--- config.mk ---
export PLATFORM = sky130hd
export DESIGN_NAME = fp_align_pipe_flat
export DESIGN_NICKNAME = d
export VERILOG_FILES = /design/src/rtl/fp_align_pipe_if.sv /design/src/rtl/fp_align_pipe.sv /design/src/flat_wrapper.sv
export SDC_FILE = /design/constraint.sdc
export NUM_CORES = 1
export LEC_CHECK = 0
export CORE_ASPECT_RATIO = 0.9
export CORE_MARGIN = 2
export CORE_UTILIZATION = 30
export DETAILED_ROUTE_END_ITERATION = 16
export SYNTH_ARGS = -nofsm -noshare
export SYNTH_HDL_FRONTEND = slang
export SYNTH_SLANG_ARGS = --single-unit
--- constraint.sdc ---
create_clock -name clk_i -period 7.57 [get_ports clk_i]
set_input_delay 1.8925 -clock clk_i [delete_from_list [all_inputs] [get_ports clk_i]]
set_output_delay 1.8925 -clock clk_i [all_outputs]
set_load 0.005 [all_outputs]
--- src/rtl/fp_align_pipe_if.sv ---
// Operand/result bus for the FPU alignment stage: input pair handshake on one side,
// aligned result handshake on the other.
interface fp_align_pipe_if #(
  parameter int EXP_W = 8,
  parameter int MAN_W = 24,
  parameter int TAG_W = 4
) ();
  logic               valid_i;
  logic               ready_o;
  logic               a_sign_i;
  logic               b_sign_i;
  logic [EXP_W-1:0]   a_exp_i;
  logic [EXP_W-1:0]   b_exp_i;
  logic [MAN_W-1:0]   a_mant_i;
  logic [MAN_W-1:0]   b_mant_i;
  logic [TAG_W-1:0]   tag_i;
  logic               valid_o;
  logic               ready_i;
  logic [EXP_W-1:0]   exp_o;
  logic               sign_l_o;
  logic               sign_s_o;
  logic [MAN_W+2:0]   mant_l_o;
  logic [MAN_W+2:0]   mant_s_o;
  logic               swap_o;
  logic               eff_sub_o;
  logic [TAG_W-1:0]   tag_o;

  modport slave (
    input  valid_i, a_sign_i, b_sign_i, a_exp_i, b_exp_i, a_mant_i, b_mant_i, tag_i, ready_i,
    output ready_o, valid_o, exp_o, sign_l_o, sign_s_o, mant_l_o, mant_s_o, swap_o,
           eff_sub_o, tag_o
  );

  modport master (
    output valid_i, a_sign_i, b_sign_i, a_exp_i, b_exp_i, a_mant_i, b_mant_i, tag_i, ready_i,
    input  ready_o, valid_o, exp_o, sign_l_o, sign_s_o, mant_l_o, mant_s_o, swap_o,
           eff_sub_o, tag_o
  );
endinterface

--- src/rtl/fp_align_pipe.sv ---
// Two-stage FPU adder alignment: stage 1 orders operands by magnitude, stage 2 shifts
// the smaller mantissa onto the larger exponent keeping guard/round/sticky.
module fp_align_pipe #(
  parameter int EXP_W = 8,
  parameter int MAN_W = 24,
  parameter int TAG_W = 4
) (
  input  logic            clk_i,
  input  logic            rst_i,
  fp_align_pipe_if.slave  io_bus
);
  localparam int SH_W = MAN_W + 3;

  // Right shift with every shifted-out bit folded into the sticky LSB.
  function automatic logic [SH_W-1:0] align_shift(input logic [MAN_W-1:0] mant,
                                                  input logic [EXP_W-1:0] d);
    logic [SH_W-1:0] x;
    logic [SH_W-1:0] mask;
    logic [SH_W-1:0] res;
    x    = {mant, 3'b000};
    mask = '0;
    res  = '0;
    if (int'(d) >= SH_W) begin
      res = {{(SH_W-1){1'b0}}, |mant};
    end else begin
      mask   = ~({SH_W{1'b1}} << d);
      res    = x >> d;
      res[0] = res[0] | (|(x & mask));
    end
    return res;
  endfunction

  logic               w_en1, w_en2, w_a_larger;
  logic [EXP_W-1:0]   w_exp_l, w_exp_s, w_d;
  logic [MAN_W-1:0]   w_mant_l, w_mant_s;
  logic               w_sign_l, w_sign_s;
  logic [SH_W-1:0]    w_mant_s_al;

  logic               r_s1_v, r_s1_sign_l, r_s1_sign_s, r_s1_swap, r_s1_eff_sub;
  logic [EXP_W-1:0]   r_s1_exp_l, r_s1_d;
  logic [MAN_W-1:0]   r_s1_mant_l, r_s1_mant_s;
  logic [TAG_W-1:0]   r_s1_tag;

  logic               r_s2_v, r_sign_l, r_sign_s, r_swap, r_eff_sub;
  logic [EXP_W-1:0]   r_exp;
  logic [SH_W-1:0]    r_mant_l, r_mant_s;
  logic [TAG_W-1:0]   r_tag;

  assign w_en2          = !r_s2_v || io_bus.ready_i;
  assign w_en1          = !r_s1_v || w_en2;
  assign io_bus.ready_o = w_en1;

  // Magnitude compare: exponent first, then mantissa; a full tie keeps a as larger.
  always_comb begin
    w_a_larger = (io_bus.a_exp_i > io_bus.b_exp_i) ||
                 ((io_bus.a_exp_i == io_bus.b_exp_i) && (io_bus.a_mant_i >= io_bus.b_mant_i));
    w_exp_l  = '0;
    w_exp_s  = '0;
    w_mant_l = '0;
    w_mant_s = '0;
    w_sign_l = 1'b0;
    w_sign_s = 1'b0;
    if (w_a_larger) begin
      w_exp_l  = io_bus.a_exp_i;
      w_exp_s  = io_bus.b_exp_i;
      w_mant_l = io_bus.a_mant_i;
      w_mant_s = io_bus.b_mant_i;
      w_sign_l = io_bus.a_sign_i;
      w_sign_s = io_bus.b_sign_i;
    end else begin
      w_exp_l  = io_bus.b_exp_i;
      w_exp_s  = io_bus.a_exp_i;
      w_mant_l = io_bus.b_mant_i;
      w_mant_s = io_bus.a_mant_i;
      w_sign_l = io_bus.b_sign_i;
      w_sign_s = io_bus.a_sign_i;
    end
    w_d = w_exp_l - w_exp_s;
  end

  assign w_mant_s_al = align_shift(r_s1_mant_s, r_s1_d);

  // Stage 1 register: ordered operands and exponent difference.
  always_ff @(posedge clk_i) begin
    if (rst_i) begin
      r_s1_v       <= 1'b0;
      r_s1_exp_l   <= '0;
      r_s1_d       <= '0;
      r_s1_mant_l  <= '0;
      r_s1_mant_s  <= '0;
      r_s1_sign_l  <= 1'b0;
      r_s1_sign_s  <= 1'b0;
      r_s1_swap    <= 1'b0;
      r_s1_eff_sub <= 1'b0;
      r_s1_tag     <= '0;
    end else if (w_en1) begin
      r_s1_v <= io_bus.valid_i;
      if (io_bus.valid_i) begin
        r_s1_exp_l   <= w_exp_l;
        r_s1_d       <= w_d;
        r_s1_mant_l  <= w_mant_l;
        r_s1_mant_s  <= w_mant_s;
        r_s1_sign_l  <= w_sign_l;
        r_s1_sign_s  <= w_sign_s;
        r_s1_swap    <= !w_a_larger;
        r_s1_eff_sub <= io_bus.a_sign_i ^ io_bus.b_sign_i;
        r_s1_tag     <= io_bus.tag_i;
      end
    end
  end

  // Stage 2 register: aligned mantissas on the common exponent; holds while stalled.
  always_ff @(posedge clk_i) begin
    if (rst_i) begin
      r_s2_v    <= 1'b0;
      r_exp     <= '0;
      r_mant_l  <= '0;
      r_mant_s  <= '0;
      r_sign_l  <= 1'b0;
      r_sign_s  <= 1'b0;
      r_swap    <= 1'b0;
      r_eff_sub <= 1'b0;
      r_tag     <= '0;
    end else if (w_en2) begin
      r_s2_v <= r_s1_v;
      if (r_s1_v) begin
        r_exp     <= r_s1_exp_l;
        r_mant_l  <= {r_s1_mant_l, 3'b000};
        r_mant_s  <= w_mant_s_al;
        r_sign_l  <= r_s1_sign_l;
        r_sign_s  <= r_s1_sign_s;
        r_swap    <= r_s1_swap;
        r_eff_sub <= r_s1_eff_sub;
        r_tag     <= r_s1_tag;
      end
    end
  end

  assign io_bus.valid_o   = r_s2_v;
  assign io_bus.exp_o     = r_exp;
  assign io_bus.mant_l_o  = r_mant_l;
  assign io_bus.mant_s_o  = r_mant_s;
  assign io_bus.sign_l_o  = r_sign_l;
  assign io_bus.sign_s_o  = r_sign_s;
  assign io_bus.swap_o    = r_swap;
  assign io_bus.eff_sub_o = r_eff_sub;
  assign io_bus.tag_o     = r_tag;
endmodule

--- src/flat_wrapper.sv ---
// flat-port wrapper written by rule: the top's interface ports become plain ports
module fp_align_pipe_flat 
#(
  parameter int EXP_W = 8,
  parameter int MAN_W = 24,
  parameter int TAG_W = 4
)
  (clk_i, rst_i, io_bus_valid_i, io_bus_a_sign_i, io_bus_b_sign_i, io_bus_a_exp_i, io_bus_b_exp_i, io_bus_a_mant_i, io_bus_b_mant_i, io_bus_tag_i, io_bus_ready_i, io_bus_ready_o, io_bus_valid_o, io_bus_exp_o, io_bus_sign_l_o, io_bus_sign_s_o, io_bus_mant_l_o, io_bus_mant_s_o, io_bus_swap_o, io_bus_eff_sub_o, io_bus_tag_o);
  fp_align_pipe_if #(.EXP_W(EXP_W), .MAN_W(MAN_W), .TAG_W(TAG_W)) io_bus_i ();
  input  logic clk_i;
  input  logic rst_i;
  input wire logic [$bits(io_bus_i.valid_i)-1:0] io_bus_valid_i;
  input wire logic [$bits(io_bus_i.a_sign_i)-1:0] io_bus_a_sign_i;
  input wire logic [$bits(io_bus_i.b_sign_i)-1:0] io_bus_b_sign_i;
  input wire logic [$bits(io_bus_i.a_exp_i)-1:0] io_bus_a_exp_i;
  input wire logic [$bits(io_bus_i.b_exp_i)-1:0] io_bus_b_exp_i;
  input wire logic [$bits(io_bus_i.a_mant_i)-1:0] io_bus_a_mant_i;
  input wire logic [$bits(io_bus_i.b_mant_i)-1:0] io_bus_b_mant_i;
  input wire logic [$bits(io_bus_i.tag_i)-1:0] io_bus_tag_i;
  input wire logic [$bits(io_bus_i.ready_i)-1:0] io_bus_ready_i;
  output wire logic [$bits(io_bus_i.ready_o)-1:0] io_bus_ready_o;
  output wire logic [$bits(io_bus_i.valid_o)-1:0] io_bus_valid_o;
  output wire logic [$bits(io_bus_i.exp_o)-1:0] io_bus_exp_o;
  output wire logic [$bits(io_bus_i.sign_l_o)-1:0] io_bus_sign_l_o;
  output wire logic [$bits(io_bus_i.sign_s_o)-1:0] io_bus_sign_s_o;
  output wire logic [$bits(io_bus_i.mant_l_o)-1:0] io_bus_mant_l_o;
  output wire logic [$bits(io_bus_i.mant_s_o)-1:0] io_bus_mant_s_o;
  output wire logic [$bits(io_bus_i.swap_o)-1:0] io_bus_swap_o;
  output wire logic [$bits(io_bus_i.eff_sub_o)-1:0] io_bus_eff_sub_o;
  output wire logic [$bits(io_bus_i.tag_o)-1:0] io_bus_tag_o;
  assign io_bus_i.valid_i = io_bus_valid_i;
  assign io_bus_i.a_sign_i = io_bus_a_sign_i;
  assign io_bus_i.b_sign_i = io_bus_b_sign_i;
  assign io_bus_i.a_exp_i = io_bus_a_exp_i;
  assign io_bus_i.b_exp_i = io_bus_b_exp_i;
  assign io_bus_i.a_mant_i = io_bus_a_mant_i;
  assign io_bus_i.b_mant_i = io_bus_b_mant_i;
  assign io_bus_i.tag_i = io_bus_tag_i;
  assign io_bus_i.ready_i = io_bus_ready_i;
  assign io_bus_ready_o = io_bus_i.ready_o;
  assign io_bus_valid_o = io_bus_i.valid_o;
  assign io_bus_exp_o = io_bus_i.exp_o;
  assign io_bus_sign_l_o = io_bus_i.sign_l_o;
  assign io_bus_sign_s_o = io_bus_i.sign_s_o;
  assign io_bus_mant_l_o = io_bus_i.mant_l_o;
  assign io_bus_mant_s_o = io_bus_i.mant_s_o;
  assign io_bus_swap_o = io_bus_i.swap_o;
  assign io_bus_eff_sub_o = io_bus_i.eff_sub_o;
  assign io_bus_tag_o = io_bus_i.tag_o;
  fp_align_pipe #(.EXP_W(EXP_W), .MAN_W(MAN_W), .TAG_W(TAG_W)) u_core (.clk_i(clk_i), .rst_i(rst_i), .io_bus(io_bus_i));
endmodule
==> Word level (Yosys, flattened, before mapping) <==
Index checks and enable logic that the tools add are counted.
{ "word_totals": {"elab_cells": 48, "latch_bits": 0, "out_inout_bits": 72, "ram_bits": 0, "rom_bits": 0, "n_memories": 0, "ff_bits": 141} }
{ "op_classes": {"n_bitwise": 4, "addsub": 1, "n_div": 0, "n_mul": 0, "shift": 2, "mux": 7, "magnitude_cmp": 3, "n_reduce_logical": 11, "n_eq_ne": 1} }
{ "ops": {"columns": ["operator", "n"], "rows": [
  ["$mux 24", 2],
  ["$and 27x27->27", 1],
  ["$mux 27", 1],
  ["$not 27->27", 1],
  ["$reduce_or 27->1", 1],
  ["$shl 27x8->27 const A", 1],
  ["$shr 27x8->27", 1],
  ["$ge 24x24->1", 1],
  ["$reduce_or 24->1", 1],
  ["$mux 8", 2],
  ["$eq 8x8->1", 1],
  ["$ge 8x5->1 const B", 1],
  ["$gt 8x8->1", 1],
  ["$sub 8x8->8", 1],
  ["$reduce_and 2->1", 2],
  ["$logic_not 1->1", 3],
  ["$logic_or 1x1->1", 3],
  ["$mux 1", 2],
  ["$logic_and 1x1->1", 1],
  ["$or 1x1->1", 1],
  ["$xor 1x1->1", 1]
]} }

==> Longest topological paths before layout <==
Gate-level depths: netlist of run 1.
{ "logic_depth": {"word_depth": 6, "ltp_mapped": 13} }

==> Least setup slack after synthesis of run 1 <==
No wires, ideal clock.
{ "synth_path": {"kind": "input to register", "from": "input port io_bus_b_mant_i[23]", "to": "register u_core.r_s1_d[7]", "setup_slack_ns": 3.106, "t_required_ns": 7.450, "stages": 10, "arrival_ns": 4.345, "cell_sequence": "inv_1 > ha_1 > nand4_1 > or3_1 > or4_4 > a21oi_1 > buf_4 > mux2_2 > and4b_1 > a211o_1"} }
{ "synth_via": {"elab_chain_cells": 5, "elab_cells_between_ends": 6, "classes_between": "add/sub (1); order compare (1); mux (2); reduce/logical (2)"} }
{ "synth_lines": {"columns": ["item", "line_no", "rtl"], "rows": [
  ["start: declaration", "flat_wrapper.sv:18", "input wire logic [$bits(io_bus_i.b_mant_i)-1:0] io_bus_b_mant_i;"],
  ["$ge 24x24->1 (*)", "fp_align_pipe.sv:56", "((io_bus.a_exp_i == io_bus.b_exp_i) && (io_bus.a_mant_i >= io_bus.b_mant_i));"],
  ["$logic_and 1x1->1 (*)", "fp_align_pipe.sv:56", null],
  ["$logic_or 1x1->1 (*)", "fp_align_pipe.sv:55", "w_a_larger = (io_bus.a_exp_i > io_bus.b_exp_i) ||"],
  ["$mux 8", "fp_align_pipe.sv:63", "if (w_a_larger) begin"],
  ["$sub 8x8->8 (*)", "fp_align_pipe.sv:78", "w_d = w_exp_l - w_exp_s;"],
  ["end signal: assignment", "fp_align_pipe.sv:100", "r_s1_d <= w_d;"],
  ["end: declaration", "fp_align_pipe.sv:40", "logic [EXP_W-1:0] r_s1_exp_l, r_s1_d;"]
]} }
Every way passes the cells marked *; elsewhere a longest branch is shown, timed or not.
A chain may end at the register's enable or synchronous reset.

==> Worst setup path in the final report of run 1 <==
{ "layout_path": {"from": "input port io_bus_b_mant_i[23]", "to": "register u_core.r_s1_mant_l[15]"} }
{ "layout_via": {"elab_chain_cells": 4} }
{ "layout_lines": {"columns": ["item", "line_no", "rtl"], "rows": [
  ["$ge 24x24->1", "fp_align_pipe.sv:56", null],
  ["$logic_and 1x1->1", "fp_align_pipe.sv:56", null],
  ["$logic_or 1x1->1", "fp_align_pipe.sv:55", null],
  ["$mux 24", "fp_align_pipe.sv:63", null],
  ["end signal: assignment", "fp_align_pipe.sv:101", "r_s1_mant_l <= w_mant_l;"],
  ["end: declaration", "fp_align_pipe.sv:41", "logic [MAN_W-1:0] r_s1_mant_l, r_s1_mant_s;"]
]} }
Every way passes these cells.

==> run_results.csv, run 1 <==
group,metric,value,unit
sta,hold_viol_final,0,
critical_path,path_class,"in2reg",
logic_synthesis,netlist.area_leader.share,0.349,
global_route,grt_pass1_wl,40.0,mm
logic_synthesis,synth-edff-count,0,
floorplan,io_pins,146,
floorplan,rows,57,
min_path,whs_endpoint,"u_core.io_bus.exp_o[3]$_SDFFE_PP0P_",
logic_synthesis,synthFlopType,"dfxtp_1",
power_and_ir_drop,leakage,3.95,nW
logic_synthesis,synth.avg_cell_area,7.83,um^2
route,drtIter0Drc,709,
sta,rsz0062_at_grt,"false",
place,place_inst,1457,
outcome,status,"complete, no violations",
critical_path,crit_path_end_kind,"flop",
floorplan,core,26700,um^2
logic_synthesis,yosysMostFrequentCell,"nand2_1",
place,pre_cts_ws,1.93,ns
place,portBuffers,142,
min_path,whs_path_depth,2,
power_and_ir_drop,peakVddDrop,0.141,mV
sta,relSlewSlack,0.194,
finish,finish.utilization,0.386,
global_route,grt_max_degree,92,
finish,syn2layout_area_growth,27.6,%
finish,layout-drive-gt1-share,0.0661,
logic_synthesis,synth-seq-cells,141,
route,finalWirelength,25.2,mm
critical_path,rr_worst_depth,8,
route,drcViolationCount,0,
logic_synthesis,synth_area_leaders,"dfxtp_1 35%, nand2_1 8.9%, nor2_1 5.8%",
min_path,hold_start,"u_core.r_s1_exp_l[3]$_SDFFE_PP0P_",
sta,postLayoutSetupSlackWorst,2.35,ns
global_route,grt_pass1_vias,7241,
global_route,grt_usage,0.179,
power_and_ir_drop,p_per_area,220,nW/um^2
critical_path,start_kind,"input pin",
clock_network,cts_buffers,17,
clock_network,clkTransAtPathRegs,0.07,ns
critical_path,regToRegStartpoint,"u_core.r_s1_d[4]$_SDFFE_PP0P_",
clock_network,cts_buffer_depth,2,
finish,ff_latch_area,2820,um^2
place,hpwlAfterDp,17.7,mm
sta,hold_ws,0.450,ns
floorplan,fp.dieW,177,um
logic_synthesis,synth_area,8090,um^2
clock_network,cts_resized,0,
logic_synthesis,ys_seq_area_frac,0.349,
critical_path,r2r_slack,4.36,ns
clock_network,clockRootBuffer,"clkbuf_16",
critical_path,path_max_fanout,48,
clock_network,worstSkewPairLatency,0.44,ns
route,first_pass_iters,5,
place,place_congestion,0.886,
logic_synthesis,synth_area_leader_cell,"dfxtp_1",
sta,setup_viol,0,
finish,nets,1228,
logic_synthesis,syn-instance-count,1033,
critical_path,r2r-end,"u_core.io_bus.mant_s_o[0]$_SDFFE_PP0P_",
sta,setup_tns,0,ns
sta,period_needed,5.22,ns
finish,fillers,2728,
logic_synthesis,synthArstFlopShare,0,
sta,tightest_slew,1.20,ns
route,drt-wirelength-per-cell,16.9,um
floorplan,initial_core_util,0.302,
floorplan,die-area,28300,um^2
clock_network,cts_setup_buffers,0,
job,maxCapViolations,0,
logic_synthesis,yosys_warnings,0,
finish,multi_input_area,4780,um^2
global_route,antenna_found_initial,1,
clock_network,tritoncts,"done",
sta,clock_skew,0.00989,ns
clock_network,clock-sinks,141,
global_route,grt_overflow,0,
critical_path,critical_path_arrival,5.50,ns
critical_path,critical_path_required,7.84,ns
clock_network,cts_hold_buf,0,
min_path,hp-class,"reg2reg",
route,viasPerCell,5.22,
sta,fin_crit_sh,0.690,
sta,drv_slew,0,
logic_synthesis,ys_types,57,
sta,fmax,191,MHz
route,route.vias.total,7771,
logic_synthesis,synth_common_cells,"191 x nand2_1, 141 x dfxtp_1, 124 x nor2_1",
floorplan,die_h,160,um
finish,final_cells,1489,
route,antenna_left,0,
clock_network,htreeDepth,4,
## sequential cells by signal, indices dropped and copies added, names as in the netlist, 4 cells and up
name,cells
u_core.io_bus.mant_l_o,24
u_core.io_bus.exp_o,8
u_core.r_s1_mant_s,24
u_core.r_s1_tag,4
u_core.r_s1_exp_l,8
u_core.r_s1_mant_l,24
u_core.io_bus.tag_o,4
u_core.r_s1_d,8
u_core.io_bus.mant_s_o,27
## worst max-delay path: stages
cell	delay, ns
clkdlybuf4s50_1	0.51
inv_1	0.06
ha_1	0.31
nand4_1	0.16
or3_1	0.44
or4_4	0.60
a21oi_4	0.45
buf_4	0.62
mux2i_1	0.30
a211oi_1	0.09
## layout by cell type, fill, tap and decap left out, types with 4 or more instances in the layout
master | Yosys | routed
nand2_1 | 191 | 191
clkdlybuf4s50_1 | 0 | 141
dfxtp_1 | 141 | 141
nor2_1 | 124 | 124
a21oi_1 | 85 | 84
mux2i_1 | 44 | 44
a211oi_1 | 44 | 44
inv_1 | 39 | 39
o21ai_0 | 37 | 37
ha_1 | 32 | 32
a311oi_1 | 31 | 31
a22oi_1 | 21 | 21
clkbuf_16 | 0 | 17
nand3_1 | 14 | 14
or3_1 | 12 | 12
mux2_2 | 12 | 12
mux4_2 | 12 | 12
buf_4 | 8 | 11
a21o_1 | 9 | 9
nor3_1 | 7 | 7
a211o_1 | 7 | 7
nor2b_1 | 7 | 6
nand4_1 | 6 | 6
nand3b_1 | 5 | 5
a31oi_1 | 5 | 5
o22ai_1 | 5 | 5
nor4_1 | 4 | 4
clkinvlp_4 | 0 | 4
bufinv_16 | 0 | 4
## cells by family after synthesis
kind of cell | count (synthesis) | share of synthesized area
fa+ha+maj | 32 | 0.0495
compound gates | 274 | 0.226
other cells | 1 | 0.000464
buf+inv | 125 | 0.0642
mux | 68 | 0.105
flops | 141 | 0.349
simple gates | 389 | 0.204
xor+xnor | 3 | 0.00325
## area by class of cell
| class | instances | share of cell area |
|---|---|---|
| Antenna cell | 1 | 0.000242 |
| Inverter | 41 | 0.0149 |
| Multi-Input combinational cell | 769 | 0.463 |
| Tap cell | 354 | 0.0429 |
| Clock buffer | 19 | 0.0429 |
| Sequential cell | 141 | 0.273 |
| Clock inverter | 12 | 0.0179 |
| Timing Repair Buffer | 152 | 0.145 |
## how the worst max path moves through the flow
| stage | startpoint | endpoint | slack [ns] | cells past startpoint |
|---|---|---|---|---|
| final | io_bus_b_mant_i[23] | u_core.r_s1_mant_l[15]$_SDFFE_PP0P_ | 2.35 | 10 |
| after detailed placement | io_bus_b_mant_i[21] | u_core.r_s1_mant_l[15]$_SDFFE_PP0P_ | 1.93 | 10 |
| after floorplan | io_bus_b_mant_i[23] | u_core.r_s1_d[7]$_SDFFE_PP0P_ | 3.11 | 10 |
| after global placement | io_bus_b_mant_i[21] | u_core.r_s1_mant_l[15]$_SDFFE_PP0P_ | 1.95 | 10 |
| after global routing | io_bus_b_mant_i[23] | u_core.r_s1_mant_s[15]$_SDFFE_PP0P_ | 2.09 | 10 |
| after CTS | io_bus_b_mant_i[23] | u_core.r_s1_mant_l[15]$_SDFFE_PP0P_ | 2.38 | 10 |
## where the power goes
group / switching [mW] / internal [mW]
logic: 0.291 / 0.218
registers: 0.0529 / 0.789
clock network: 0.356 / 0.562
## metrics by stage
stage	power, mW	cell area (um^2)
finish	2.27	10300
global route	2.38	10300
CTS	2.28	10300
detailed placement	1.36	9690
global placement	1.36	9690
floorplan	1.18	8100
## layer usage
metal	up-vias	GRT usage	part of all wire	wire [um]
li1	3858	-	-	-
met1	3653	0.253	0.47	11900
met2	231	0.276	0.45	11400
met3	29	0.0371	0.059	1480
met4	0	0.0496	0.016	394
met5	-	0	0	0
(Power assumes the default switching activity.)
==> inputs of run 2 (changes only) <==
==> constraint.sdc (replaced) <==
create_clock -name clk_i -period 5 [get_ports clk_i]
set_input_delay 1.25 -clock clk_i [delete_from_list [all_inputs] [get_ports clk_i]]
set_output_delay 1.25 -clock clk_i [all_outputs]
set_load 0.005 [all_outputs]
==> run 2 against run 1 <==
Global-route usage is 0.25 points higher. Critical path depth stayed put. Largest power group unchanged. Clock-buffer cell count is 1 lower.
==> run_results.csv, run 2 (same netlist as run 1, synthesis figures left out) <==
group,metric,value,unit
outcome,status,"complete, no violations",
floorplan,die_h,160,um
min_path,whs_path_depth,2,
critical_path,critical_path_required,5.28,ns
power_and_ir_drop,p_sw,1.09,mW
finish,stdcell_area,10300,um^2
min_path,hp-class,"reg2reg",
global_route,grt_pass1_wl,40.6,mm
clock_network,clkTransAtPathRegs,0.06,ns
floorplan,io_pins,146,
place,place_inst,1462,
critical_path,crit_chain,"clkdlybuf4s50_1, inv_1, ha_1, nand4_1, or3_1, or4_4, a21oi_4, buf_12, mux2i_1, a211oi_1",
route,antenna_left,0,
place,place_area,9740,um^2
min_path,whs_endpoint,"u_core.io_bus.exp_o[0]$_SDFFE_PP0P_",
critical_path,critical_path_arrival,4.54,ns
sta,rsz0062_at_grt,"false",
place,portBuffers,142,
clock_network,worstSkewPairLatency,0.43,ns
critical_path,rr_worst_depth,8,
place,hpwlAfterDp,18.4,mm
clock_network,tritoncts,"done",
sta,clock_skew,0.0104,ns
critical_path,start_kind,"input pin",
sta,setup_tns,0,ns
route,drcViolationCount,0,
power_and_ir_drop,p_per_area,323,nW/um^2
floorplan,fp.dieW,177,um
global_route,use_met3,0.0393,
floorplan,die-area,28300,um^2
finish,nets,1233,
global_route,gr-max-usage-layer,"met2",
clock_network,cts_buffers,17,
power_and_ir_drop,swShare,0.327,
critical_path,crit_path_end_kind,"flop",
critical_path,crit_buf_inv,3,
critical_path,cpMaxStageDelayCell,"or4_4",
critical_path,cpPeakStageDelay,0.59,ns
floorplan,rows,57,
clock_network,cts_buffer_depth,2,
global_route,grt_overflow,0,
sta,fmax,235,MHz
finish,ff_latch_area,2820,um^2
critical_path,r2r-end,"u_core.io_bus.mant_s_o[0]$_SDFFE_PP0P_",
clock_network,clockRootBuffer,"clkbuf_16",
global_route,gr-usage-met2,0.273,
global_route,grt_max_degree,88,
global_route,grt_pass1_vias,7374,
critical_path,path_class,"in2reg",
power_and_ir_drop,p_clk_frac,0.383,
floorplan,core,26700,um^2
place,place_congestion,0.915,
critical_path,path_delay_family,"simple AND/OR/NAND/NOR gates",
route,first_pass_iters,7,
sta,hold_ws,0.450,ns
finish,final_cells,1496,
finish,final_common_cell,"nand2_1",
power_and_ir_drop,p_int,2.25,mW
route,finalWirelength,25.8,mm
clock_network,cts_resized,0,
finish,largest_reg_flops,27,
sta,relSlewSlack,0.266,
global_route,antenna_found_initial,1,
power_and_ir_drop,sequentialPowerShare,0.381,
sta,tightest_slew,1.10,ns
power_and_ir_drop,comb_power_share,0.235,
clock_network,cts_setup_buffers,0,
job,maxCapViolations,0,
sta,fin_crit_sh,0.853,
sta,setup_viol,0,
critical_path,r2r_slack,1.62,ns
finish,final_cell_mix,"191 x nand2_1, 141 x clkdlybuf4s50_1, 141 x dfxtp_1",
floorplan,initial_core_util,0.302,
route,viasPerCell,5.26,
route,drt-wirelength-per-cell,17.3,um
sta,drv_slew,0,
finish,multi_input_area,4780,um^2
finish,fillers,2766,
clock_network,clock-sinks,141,
sta,hold_viol_final,0,
min_path,hold_start,"u_core.r_s1_exp_l[0]$_SDFFE_PP0P_",
route,drtIter0Drc,681,
power_and_ir_drop,leakage,3.96,nW
sta,period_needed,4.26,ns
finish,layout-drive-gt1-share,0.0719,
critical_path,path_max_fanout,47,
route,route.vias.total,7876,
power_and_ir_drop,peakVddDrop,0.199,mV
clock_network,htreeDepth,4,
critical_path,regToRegStartpoint,"u_core.r_s1_d[4]$_SDFFE_PP0P_",
finish,syn2layout_area_growth,27.7,%
global_route,grt.met1_usage,0.258,
global_route,grt_usage,0.182,
clock_network,cts_hold_buf,0,
run 2: cell types whose count changed in the layout (fill, tap and decap cells not counted):
cell / change
buf_4: +4
inv_8: +2
diode_2: +1
buf_12: +1
clkinv_4: -1
clkbuf_1: -1
bufinv_16: -3
inv_6: +4
run 2: cell type report:
class                   count  share of cell area
multi-input cells         769               0.463
repair buffers            157               0.149
clock buffers              18              0.0425
diodes                      2            0.000484
clock inverters            14              0.0139
inverters                  41              0.0149
flip-flops and latches    141               0.273
well taps                 354              0.0429
run 2: worst max path at each step:
stage	end	start	cells after the start
2_1_floorplan	u_core.r_s1_d[7]$_SDFFE_PP0P_	io_bus_b_mant_i[23]	10
3_3_place_gp	u_core.r_s1_d[7]$_SDFFE_PP0P_	io_bus_b_mant_i[21]	10
3_5_place_dp	u_core.r_s1_d[7]$_SDFFE_PP0P_	io_bus_b_mant_i[21]	10
4_1_cts	u_core.r_s1_d[7]$_SDFFE_PP0P_	io_bus_b_mant_i[21]	10
5_1_grt	u_core.r_s1_mant_l[15]$_SDFFE_PP0P_	io_bus_b_mant_i[23]	10
6_report	u_core.r_s1_mant_l[15]$_SDFFE_PP0P_	io_bus_b_mant_i[23]	10
run 2: per-layer routing:
metal / part of all wire / vias to the layer above
met4: 0.021 / 0
met2: 0.44 / 253
li1: - / 3866
met1: 0.47 / 3721
met3: 0.065 / 36
met5: 0 / -
run 2: tightest hold or removal path: cells and delay by family (launching register included):
kind | cells | cell delay [ns]
compound gates | 1 | 0.05
simple gates | 1 | 0.05
flops | 1 | 0.31
run 2: metrics by stage:
stage,setup slack (ns),power [mW],util
after detailed placement,0.349,2.08,0.364
after global routing,0.627,3.51,0.386
after CTS,0.800,3.37,0.386
after global placement,0.391,2.07,0.364
after floorplan,1.18,1.79,-
final,0.736,3.34,0.386
run 2: power by group through the flow:
| stage | Clock, mW | Combinational (mW) | Sequential, mW |
|---|---|---|---|
| global placement | 0 | 0.777 | 1.30 |
| CTS | 1.31 | 0.784 | 1.27 |
| finish | 1.28 | 0.786 | 1.27 |
| detailed placement | 0 | 0.779 | 1.30 |
| global route | 1.36 | 0.871 | 1.28 |
| floorplan | 0 | 0.531 | 1.26 |
==> inputs of run 3 (changes only) <==
--- a/config.mk
+++ b/config.mk
@@ -9,6 +9,7 @@
 export CORE_MARGIN = 2
 export CORE_UTILIZATION = 30
 export DETAILED_ROUTE_END_ITERATION = 16
+export SLEW_MARGIN = 15
 export SYNTH_ARGS = -nofsm -noshare
 export SYNTH_HDL_FRONTEND = slang
 export SYNTH_SLANG_ARGS = --single-unit
==> constraint.sdc (replaced) <==
create_clock -name clk_i -period 5 [get_ports clk_i]
set_input_delay 1 -clock clk_i [delete_from_list [all_inputs] [get_ports clk_i]]
set_output_delay 1 -clock clk_i [all_outputs]
set_load 0.005 [all_outputs]
==> run 3 against run 2 <==
Final area about the same. Hold slack got worse by 0.0019 ns. Sequential power about the same. Fmax increased by 6.1%. Final cell count decreased by 0.27%. Global-route usage decreased by 0.34 points. Combinational power decreased by 0.9%. Critical path depth increased by 2. Die area unchanged. Total power increased by 2.0%.
==> run_results.csv, run 3 (same netlist as run 1, synthesis figures left out) <==
group,metric,value,unit
global_route,grt_usage,0.178,
sta,rsz0062_at_grt,"false",
critical_path,cp.depth,12,
clock_network,clockRootBuffer,"clkbuf_16",
critical_path,crit_buf_inv,3,
critical_path,path_delay_family,"compound AO/OA/AOI/OAI gates",
sta,period_needed,4.02,ns
critical_path,path_max_fanout,34,
finish,syn2layout_area_growth,27.8,%
sta,setup_tns,0,ns
route,drcViolationCount,0,
clock_network,cts_buffers,17,
finish,final_cell_mix,"191 x nand2_1, 141 x clkdlybuf4s50_1, 141 x dfxtp_1",
finish,fillers,2746,
global_route,antenna_found_initial,0,
critical_path,crit_end,"u_core.r_s1_d[4]$_SDFFE_PP0P_",
floorplan,rows,57,
critical_path,rr_worst_depth,8,
finish,ff_latch_area,2820,um^2
floorplan,core,26700,um^2
sta,hold_viol_final,0,
floorplan,die_h,160,um
power_and_ir_drop,sequentialPowerShare,0.374,
power_and_ir_drop,p_per_area,329,nW/um^2
floorplan,die-area,28300,um^2
finish,antenna_cells,0,
critical_path,r2r-end,"u_core.io_bus.mant_s_o[0]$_SDFFE_PP0P_",
power_and_ir_drop,p_int,2.33,mW
critical_path,start_kind,"input pin",
route,antenna_left,0,
power_and_ir_drop,swShare,0.317,
clock_network,cts_buffer_depth,2,
finish,nets,1231,
job,maxCapViolations,0,
global_route,grt_pass1_vias,7264,
floorplan,fp.dieW,177,um
place,place_congestion,0.891,
min_path,hp-class,"reg2reg",
critical_path,critical_path_arrival,4.33,ns
finish,multi_input_area,4780,um^2
place,place_area,9730,um^2
critical_path,cpMaxStageDelayCell,"clkdlybuf4s50_1",
sta,tightest_slew,1.06,ns
place,hpwlAfterDp,18.0,mm
outcome,status,"complete, no violations",
finish,largest_reg_flops,27,
critical_path,path_class,"in2reg",
place,portBuffers,142,
finish,final_common_cell,"nand2_1",
critical_path,cpPeakStageDelay,0.52,ns
route,viasPerCell,5.25,
clock_network,worstSkewPairLatency,0.43,ns
critical_path,cp-startpoint,"io_bus_b_exp_i[1]",
global_route,grt_pass1_wl,39.9,mm
sta,fin_crit_sh,0.804,
critical_path,critical_path_required,5.31,ns
clock_network,htreeDepth,4,
power_and_ir_drop,peakVddDrop,0.218,mV
sta,fmax,249,MHz
floorplan,io_pins,146,
route,finalWirelength,25.4,mm
power_and_ir_drop,comb_power_share,0.229,
clock_network,tritoncts,"done",
clock_network,cts_setup_buffers,0,
global_route,grt_overflow,0,
sta,setup_viol,0,
power_and_ir_drop,p_sw,1.08,mW
route,first_pass_iters,5,
sta,clock_skew,0.0114,ns
route,drtIter0Drc,734,
critical_path,crit_path_end_kind,"flop",
floorplan,initial_core_util,0.302,
clock_network,cts_resized,0,
critical_path,regToRegStartpoint,"u_core.r_s1_d[0]$_SDFFE_PP0P_",
global_route,grt_max_degree,103,
clock_network,clkTransAtPathRegs,0.07,ns
power_and_ir_drop,leakage,3.98,nW
sta,drv_slew,0,
route,drt-wirelength-per-cell,17.0,um
finish,layout-drive-gt1-share,0.0694,
clock_network,clock-sinks,141,
route,route.vias.total,7831,
sta,relSlewSlack,0.292,
critical_path,r2r_slack,1.78,ns
clock_network,cts_hold_buf,0,
finish,stdcell_area,10300,um^2
power_and_ir_drop,p_clk_frac,0.397,
critical_path,crit_chain,"clkdlybuf4s50_1, inv_1, ha_1, nand4_1, a211o_1, a311o_1, nor3_2, a21o_1, buf_4, a211o_1, a31oi_1, a311o_1",
## run 3: tightest hold or removal path, stage by stage (launching register included)
cell and delay (ns):
dfxtp_1 0.31, nand2_1 0.05, a21oi_1 0.05
## run 3: final cells by class
| class | count | area share |
|---|---|---|
| Multi-Input combinational cell | 769 | 0.462 |
| Sequential cell | 141 | 0.273 |
| Timing Repair Buffer | 155 | 0.148 |
| Tap cell | 354 | 0.0428 |
| Clock buffer | 18 | 0.0415 |
| Clock inverter | 14 | 0.0178 |
| Inverter | 41 | 0.0149 |
## run 3: power by group through the flow
stage / sequential [mW] / clock [mW] / combinational [mW]
global route: 1.28 / 1.42 / 0.861
finish: 1.27 / 1.35 / 0.779
floorplan: 1.26 / 0 / 0.531
detailed placement: 1.30 / 0 / 0.774
global placement: 1.30 / 0 / 0.769
CTS: 1.27 / 1.38 / 0.778
## run 3: through the flow
stage	utilization	total power [mW]	worst slack, ns	hold WS [ns]	cells
3_3_place_gp	0.364	2.07	0.600	0.438	1460
3_5_place_dp	0.364	2.07	0.569	0.445	1460
5_1_grt	0.387	3.56	0.778	0.468	1492
4_1_cts	0.387	3.43	1.00	0.450	1492
6_report	0.387	3.41	0.980	0.448	1492
2_1_floorplan	-	1.79	1.43	0.432	1035
## run 3: how the worst min path moves through the flow
stage | from | to | slack (ns) | depth (start not counted)
after CTS | u_core.r_s1_exp_l[6]$_SDFFE_PP0P_ | u_core.io_bus.exp_o[6]$_SDFFE_PP0P_ | 0.45 | 2
after floorplan | u_core.r_s1_tag[0]$_SDFFE_PP0P_ | u_core.io_bus.tag_o[0]$_SDFFE_PP0P_ | 0.43 | 2
after global routing | u_core.r_s1_exp_l[6]$_SDFFE_PP0P_ | u_core.io_bus.exp_o[6]$_SDFFE_PP0P_ | 0.47 | 2
final | u_core.r_s1_exp_l[2]$_SDFFE_PP0P_ | u_core.io_bus.exp_o[2]$_SDFFE_PP0P_ | 0.45 | 2
after detailed placement | u_core.r_s1_tag[1]$_SDFFE_PP0P_ | u_core.io_bus.tag_o[1]$_SDFFE_PP0P_ | 0.44 | 2
after global placement | u_core.r_s1_tag[1]$_SDFFE_PP0P_ | u_core.io_bus.tag_o[1]$_SDFFE_PP0P_ | 0.44 | 2
## run 3: metal layers
metal | global-route usage | part of all wire
met1 | 0.256 | 0.49
met2 | 0.278 | 0.45
met3 | 0.0264 | 0.050
met4 | 0.0492 | 0.011
met5 | 0 | 0
